## src/rtl/pipelined_adder_if.sv

```systemverilog
// Operand/result handshake bundle for pipelined_adder: operands in via in_valid/in_ready,
// results out via out_valid/out_ready. The slave modport is the adder side.
interface pipelined_adder_if #(
    parameter int N = 64
);
    logic         in_valid;
    logic         in_ready;
    logic [N-1:0] x;
    logic [N-1:0] y;
    logic         Cin;
    logic         sub;
    logic         out_valid;
    logic         out_ready;
    logic [N-1:0] s;
    logic         Cout;
    logic         ovf;
    logic         zero;

    modport master (
        output in_valid, x, y, Cin, sub, out_ready,
        input  in_ready, out_valid, s, Cout, ovf, zero
    );

    modport slave (
        input  in_valid, x, y, Cin, sub, out_ready,
        output in_ready, out_valid, s, Cout, ovf, zero
    );
endinterface

```

## src/rtl/pipelined_adder.sv

```systemverilog
// N-bit add/sub resolved one W=N/STAGES chunk per stage; STAGES cycles latency, 1 op/cycle.
// Backpressure: whole pipe stalls while a result waits on out_ready; in_ready mirrors that.
module pipelined_adder #(
    parameter int N      = 64,
    parameter int STAGES = 4
) (
    input  logic             clk,
    input  logic             rst,
    pipelined_adder_if.slave bus
);
    localparam int W = N / STAGES;

    logic         adv;
    logic         out_vld_q;
    logic [N-1:0] s_q;
    logic         cout_q;
    logic         ovf_q;
    logic         zero_q;

    assign adv           = !out_vld_q || bus.out_ready;
    assign bus.in_ready  = adv;
    assign bus.out_valid = out_vld_q;
    assign bus.s         = s_q;
    assign bus.Cout      = cout_q;
    assign bus.ovf       = ovf_q;
    assign bus.zero      = zero_q;

    // Stage k adds the low W bits of its remaining operands; the upper bits
    // and the resolved low sum travel to stage k+1 through its input register.
    for (genvar k = 0; k < STAGES; k++) begin : g_st
        localparam int REM = N - k * W;

        logic                 v_in;
        logic                 c_in;
        logic [REM-1:0]       a_in;
        logic [REM-1:0]       b_in;
        logic [(k+1)*W-1:0]   s_cur;
        logic [W:0]           chunk;

        assign chunk = {1'b0, a_in[W-1:0]} + {1'b0, b_in[W-1:0]} + {{W{1'b0}}, c_in};

        if (k == 0) begin : g_entry
            assign v_in  = bus.in_valid;
            assign a_in  = bus.x;
            assign b_in  = bus.sub ? ~bus.y : bus.y;
            // Subtraction is x + ~y + ~Cin, so the borrow-in inverts.
            assign c_in  = bus.sub ^ bus.Cin;
            assign s_cur = chunk[W-1:0];
        end else begin : g_reg
            logic           v_q;
            logic           c_q;
            logic [REM-1:0] a_q;
            logic [REM-1:0] b_q;
            logic [k*W-1:0] ps_q;

            always_ff @(posedge clk or posedge rst) begin
                if (rst) begin
                    v_q  <= 1'b0;
                    c_q  <= 1'b0;
                    a_q  <= '0;
                    b_q  <= '0;
                    ps_q <= '0;
                end else if (adv) begin
                    v_q  <= g_st[k-1].v_in;
                    c_q  <= g_st[k-1].chunk[W];
                    a_q  <= g_st[k-1].a_in[REM+W-1:W];
                    b_q  <= g_st[k-1].b_in[REM+W-1:W];
                    ps_q <= g_st[k-1].s_cur;
                end
            end

            assign v_in  = v_q;
            assign c_in  = c_q;
            assign a_in  = a_q;
            assign b_in  = b_q;
            assign s_cur = {chunk[W-1:0], ps_q};
        end
    end

    // Carry into the MSB is recovered as a ^ b ^ sum at bit N-1.
    always_ff @(posedge clk or posedge rst) begin
        if (rst) begin
            out_vld_q <= 1'b0;
            s_q       <= '0;
            cout_q    <= 1'b0;
            ovf_q     <= 1'b0;
            zero_q    <= 1'b0;
        end else if (adv) begin
            out_vld_q <= g_st[STAGES-1].v_in;
            s_q       <= g_st[STAGES-1].s_cur;
            cout_q    <= g_st[STAGES-1].chunk[W];
            ovf_q     <= g_st[STAGES-1].a_in[W-1] ^ g_st[STAGES-1].b_in[W-1]
                       ^ g_st[STAGES-1].chunk[W-1] ^ g_st[STAGES-1].chunk[W];
            zero_q    <= ~|g_st[STAGES-1].s_cur;
        end
    end
endmodule

```

## src/flat_wrapper.sv

```systemverilog
// flat-port wrapper written by rule: the top's interface ports become plain ports
module pipelined_adder_flat 
#(
    parameter int N      = 64,
    parameter int STAGES = 4
)
  (clk, rst, bus_in_valid, bus_x, bus_y, bus_Cin, bus_sub, bus_out_ready, bus_in_ready, bus_out_valid, bus_s, bus_Cout, bus_ovf, bus_zero);
  pipelined_adder_if #(.N(N)) bus_i ();
  input  logic clk;
  input  logic rst;
  input wire logic [$bits(bus_i.in_valid)-1:0] bus_in_valid;
  input wire logic [$bits(bus_i.x)-1:0] bus_x;
  input wire logic [$bits(bus_i.y)-1:0] bus_y;
  input wire logic [$bits(bus_i.Cin)-1:0] bus_Cin;
  input wire logic [$bits(bus_i.sub)-1:0] bus_sub;
  input wire logic [$bits(bus_i.out_ready)-1:0] bus_out_ready;
  output wire logic [$bits(bus_i.in_ready)-1:0] bus_in_ready;
  output wire logic [$bits(bus_i.out_valid)-1:0] bus_out_valid;
  output wire logic [$bits(bus_i.s)-1:0] bus_s;
  output wire logic [$bits(bus_i.Cout)-1:0] bus_Cout;
  output wire logic [$bits(bus_i.ovf)-1:0] bus_ovf;
  output wire logic [$bits(bus_i.zero)-1:0] bus_zero;
  assign bus_i.in_valid = bus_in_valid;
  assign bus_i.x = bus_x;
  assign bus_i.y = bus_y;
  assign bus_i.Cin = bus_Cin;
  assign bus_i.sub = bus_sub;
  assign bus_i.out_ready = bus_out_ready;
  assign bus_in_ready = bus_i.in_ready;
  assign bus_out_valid = bus_i.out_valid;
  assign bus_s = bus_i.s;
  assign bus_Cout = bus_i.Cout;
  assign bus_ovf = bus_i.ovf;
  assign bus_zero = bus_i.zero;
  pipelined_adder #(.N(N), .STAGES(STAGES)) u_core (.clk(clk), .rst(rst), .bus(bus_i));
endmodule
```

## config.mk

```make
export PLATFORM = sky130hd
export DESIGN_NAME = pipelined_adder_flat
export DESIGN_NICKNAME = d
export VERILOG_FILES = /design/src/rtl/pipelined_adder_if.sv /design/src/rtl/pipelined_adder.sv /design/src/flat_wrapper.sv
export SDC_FILE = /design/constraint.sdc
export NUM_CORES = 1
export LEC_CHECK = 0
export CAP_MARGIN = 10
export CORE_MARGIN = 5
export CORE_UTILIZATION = 45
export DETAILED_ROUTE_END_ITERATION = 10
export GPL_ROUTABILITY_DRIVEN = 0
export GPL_TIMING_DRIVEN = 0
export PLACE_DENSITY = 0.67
export REMOVE_ABC_BUFFERS = 1
export SYNTH_ARGS = -nofsm -noshare
export SYNTH_HDL_FRONTEND = slang
export SYNTH_SLANG_ARGS = --single-unit
```

## constraint.sdc

```tcl
create_clock -name clk -period 17.9 [get_ports clk]
set_input_delay 1.79 -clock clk [delete_from_list [all_inputs] [get_ports clk]]
set_output_delay 1.79 -clock clk [all_outputs]
set_load 0.1 [all_outputs]
```

### Yosys cells after proc, flatten, opt, wreduce, memory -nomap -nowiden

Cells that the tools add are included.

* multiplexer cells: 1
* add/subtract/negate cells: 8
* bitwise operators: 5
* reduce and logical (&&, ||, !) cells: 4

Operator list (count)
* adder 16 x 16 -> 17 bit: 4
* adder 17 x 1 -> 17 bit: 4
* two-way mux 64 bit: 1
* NOT 64 bit: 1
* OR reduction 64 bit: 1
* XOR 1 bit: 4
* zero test 1 bit: 2
* logical OR 1 bit: 1

* register bits after elaboration: 362
* input port bits: 134
* output and inout port bits: 69
* word-level logic and storage cells: 38

### Depth between registers and ports, before layout

* depth after elaboration: 4
* gate-level depth with buffers: 13

### Least setup slack after synthesis

No wires, ideal clock.

* path kind: input-to-output
* from: input bus_out_ready
* to: output bus_in_ready
* cell stages on the path: 5
* path slack: 12701 ps
* arrival time: 3409 ps
* path buffers: 3
* cell sequence: nor2b_1 buf_2 inv_2 clkbuf_1 clkbuf_1

* longest elaborated chain between the ends: 1

RTL lines
* from (decl): RTL line flat_wrapper.sv:16 `input wire logic [$bits(bus_i.out_ready)-1:0] bus_out_ready;`
* logical OR 1 bit: RTL line pipelined_adder.sv:20 `assign adv = !out_vld_q || bus.out_ready;`
* to (decl): RTL line flat_wrapper.sv:17 `output wire logic [$bits(bus_i.in_ready)-1:0] bus_in_ready;`

No other way between the ends.

### Final worst setup path

Ends and elaborated chain as after synthesis.

==> results.md <==
- Status: completed
- Proportion of synthesized area in mux cells: 0.00201
- Tot GR Track Use: 0.177
- EDFF count, synth: 0
- Synth top area cells: dfrtp_1 (54%), nand2_1 (19%), ha_1 (4.5%)
- I/O pin cnt: 203
- Clock network power share: 0.196
- Switching Power: 1880 uW
- TritonRoute pass-1 iters: 5
- Fmax: 144 MHz
- Most common cell on crit path: buf_12
- Net Sw Frac: 0.442
- Crit-path max cell delay: 1260 ps
- Tot Pwr: 4250 uW
- Worst skew pair latency: 540 ps
- Slew Viols, Final: 0
- Critical Path Source: bus_out_ready
- Commonest non-fill, non-tap cell in the layout: nand2_1
- Slew @ Worst Pin: 1080 ps
- Vias in the first global route: 12614
- Ant diodes: 0
- Fin. Hold Viols: 0
- Cts bufs inserted: 40
- Multi-input gate area: 7300 sq um
- First-pass GRT wire length: 61600 microns
- Remaining Overflow, GRT: 0
- Power density cells: 204 nW/um^2
- Fin nets: 2269
- Die area: 41300 sq um
- R2R Path Start: u_core.g_st[3].b_in[0]$_DFFE_PP0P_
- LEAKAGE: 0.00999 uW
- # clock sinks: 362
- Req. time, crit path: 16110 ps
- Placed instance count: 2493
- Initial antenna violation count: 2
- Drt wl/cell: 14.1 microns
- Sequential cell area: 9060 sq um
- Vias per cell: 5.03
- Family with the most delay on the worst path: buffers and inverters
- RSZ-0062 raised after global routing: no
- Dpl cell area: 19500 sq um
- Post-Synth XOR/XNOR Area: 0.0558
- Final wirelength: 36100 microns
- Synth Area in Simple Gates: 0.239
- Die W: 203 microns
- Netlist cell types: 53
- Final period util: 0.388
- Rows: 70
- Top-area cell type share of the netlist area: 0.539
- Initial core utilization: 0.457
- WP buf/inv: 7
- CP max stage cell: clkdlybuf4s50_1
- Setup CP Type: in2out
- Clock period minus worst slack: 6940 ps
- Clock Path Buffers: 3
- CP Capture Type: output pin
- CTS clock-pin slew for the worst setup and hold paths: 60 ps
- Seq pwr share: 0.331
- Yosys Warn Count: 0
- Postcts setup bufs: 0
- Power Internal: 2370 uW
- Worst hold-check path type: reg2reg
- Worst clock skew: 10.2 ps
- Root buf cell: clkbuf_16
- Via count: 12871
- Min-delay src: u_core.g_st[2].g_reg.ps_q[31]$_DFFE_PP0P_
- Peak supply drop: 0.127 mV
- CP Cell Sequence: clkdlybuf4s50_1, nor2b_4, buf_12, buf_12, buf_12, inv_8, buf_16, clkdlybuf4s50_1
- Residual DRC count: 0
- Pre-CTS setup slack: 10940 ps
- Post-DP HPWL: 24600 microns
- Placeable Area: 36800 sq um
- Top_reg_cell synth: dfrtp_1
- Syn Inst Count: 1895
- Max Cap Viol: 0
- Most frequent cells in the layout: nand2_1 (837), dfrtp_1 (362), clkdlybuf4s50_1 (201)
- H-Tree Depth: 2
- P&R area growth vs syn: 23.6%
- Post-route cell area: 20800 sq um
- Yosys reg bits: 362
- Fin cells: 2560
- Final setup margin: 10960 ps
- Syn Area/Cell: 8.87 sq um
- Combinational power share: 0.473
- Adder-cell share of the synthesized area: 0.0542
- Compound-Gate Fraction of Synth Area: 0.0832
- Drt first-iter violations: 761
- Critical path launch point type: primary input
- Sequential cell area fraction in the yosys report: 0.539
- Post-CTS sizing: 0
- Die Ht: 203 microns
- Largest family of logic cells by synthesized area: simple AND/OR/NAND/NOR gates
- Final ANT Viol Nets: 0
- Async set-reset flop share out of synthesis: 1.00
- Crit-path max FO: 168
- Synthesized cell area: 16800 sq um
- Crit path arrival time: 5150 ps
- CTS tree: built
- # fillers: 3362
- Ratio of cells with drive above 1 in the final layout: 0.0435
- Largest net degree at the start of global routing: 169
- Dominant cell type by area after synthesis: dfrtp_1
- Rel. slew slack: 0.278
- PortBufs: 202
- CTS Hold Bufs: 0
- Final setup fails: 0
==> state kept, by name, indices dropped and copies added, names as in the netlist, 3 cells and up <==
| register | count |
|---|---|
| u_core.g_st.a_in | 96 |
| u_core.g_st.b_in | 96 |
| u_core.g_st.g_reg.ps_q | 96 |
| u_core.bus.s | 64 |
| u_core.g_st.c_in | 3 |
| u_core.g_st.g_reg.v_q | 3 |
==> stage by stage <==
step / util / hold slack, ps / TNS (ps)
floorplan: - / 430 / -3125720
global placement: 0.519 / 442 / -9049490
detailed placement: 0.529 / 453 / 0
CTS: 0.565 / 467 / 0
global route: 0.565 / 481 / 0
finish: 0.565 / 464 / 0
==> synth_stat cells (all sizes together) (12+ instances only) <==
library cell  count
nand2           837
dfrtp           362
o21ai            95
clkbuf           79
xnor2            72
a21oi            65
ha               60
nor2             55
xor2             35
inv              34
nor3             29
nor4             14
nand3            13
o31ai            12
==> worst register-to-register path, delay by kind of cell, from the launching register on <==
family	cells	cell delay, ps
and+or+nand+nor	7	1840
adders and majority gates	2	1120
AOI/OAI and AO/OA	1	210
DFF	1	400
==> metal layers <==
metal / track usage / vias to the layer above / share of wire / routed length (microns)
met3: 0.0415 / 42 / 0.051 / 1840
met5: 0 / - / 0.00053 / 19
li1: - / 6481 / - / -
met4: 0.0385 / 4 / 0.015 / 552
met2: 0.286 / 221 / 0.47 / 16900
met1: 0.245 / 6123 / 0.47 / 16800
==> logic make-up (layout without fill, tap and decap cells) <==
| family | after synthesis | count (layout) |
|---|---|---|
| AND/OR/NAND/NOR | 1004 | 1004 |
| flip-flops | 362 | 362 |
| AO/OA/AOI/OAI | 230 | 230 |
| buffers and inverters | 121 | 318 |
| XOR/XNOR | 107 | 107 |
| adder cells (fa/ha/maj) | 68 | 68 |
| multiplexers | 3 | 3 |
==> layout make-up <==
class / count / share of cell area
Clock buffer: 58 / 0.0553
Clock inverter: 9 / 0.00831
Inverter: 34 / 0.00686
Multi-Input combinational cell: 1412 / 0.351
Sequential cell: 362 / 0.436
Tap cell: 468 / 0.0282
Timing Repair Buffer: 217 / 0.114
==> worst paths after layout <==
path | to | slack [ps] | cells past startpoint
worst max-delay path | bus_in_ready | 10960 | 8
worst min-delay path | u_core.g_st[3].g_reg.ps_q[31]$_DFFE_PP0P_ | 460 | 2
worst max register to register | u_core.bus.zero$_DFFE_PP0P_ | 14270 | 10
worst min register to register | u_core.g_st[3].g_reg.ps_q[31]$_DFFE_PP0P_ | 460 | 2
max in group asynchronous | u_core.g_st[1].b_in[5]$_DFFE_PP0P_ | 14900 | 3
min in group asynchronous | u_core.g_st[1].b_in[27]$_DFFE_PP0P_ | 1830 | 2
==> power groups by stage <==
stage | combinational (uW) | sequential [uW] | clock (uW)
global placement | 2080 | 1420 | 0
floorplan | 1090 | 1910 | 0
global route | 2220 | 1460 | 890
finish | 2010 | 1410 | 831
CTS | 2030 | 1410 | 859
detailed placement | 2020 | 1420 | 0
(Power assumes the default switching activity.)
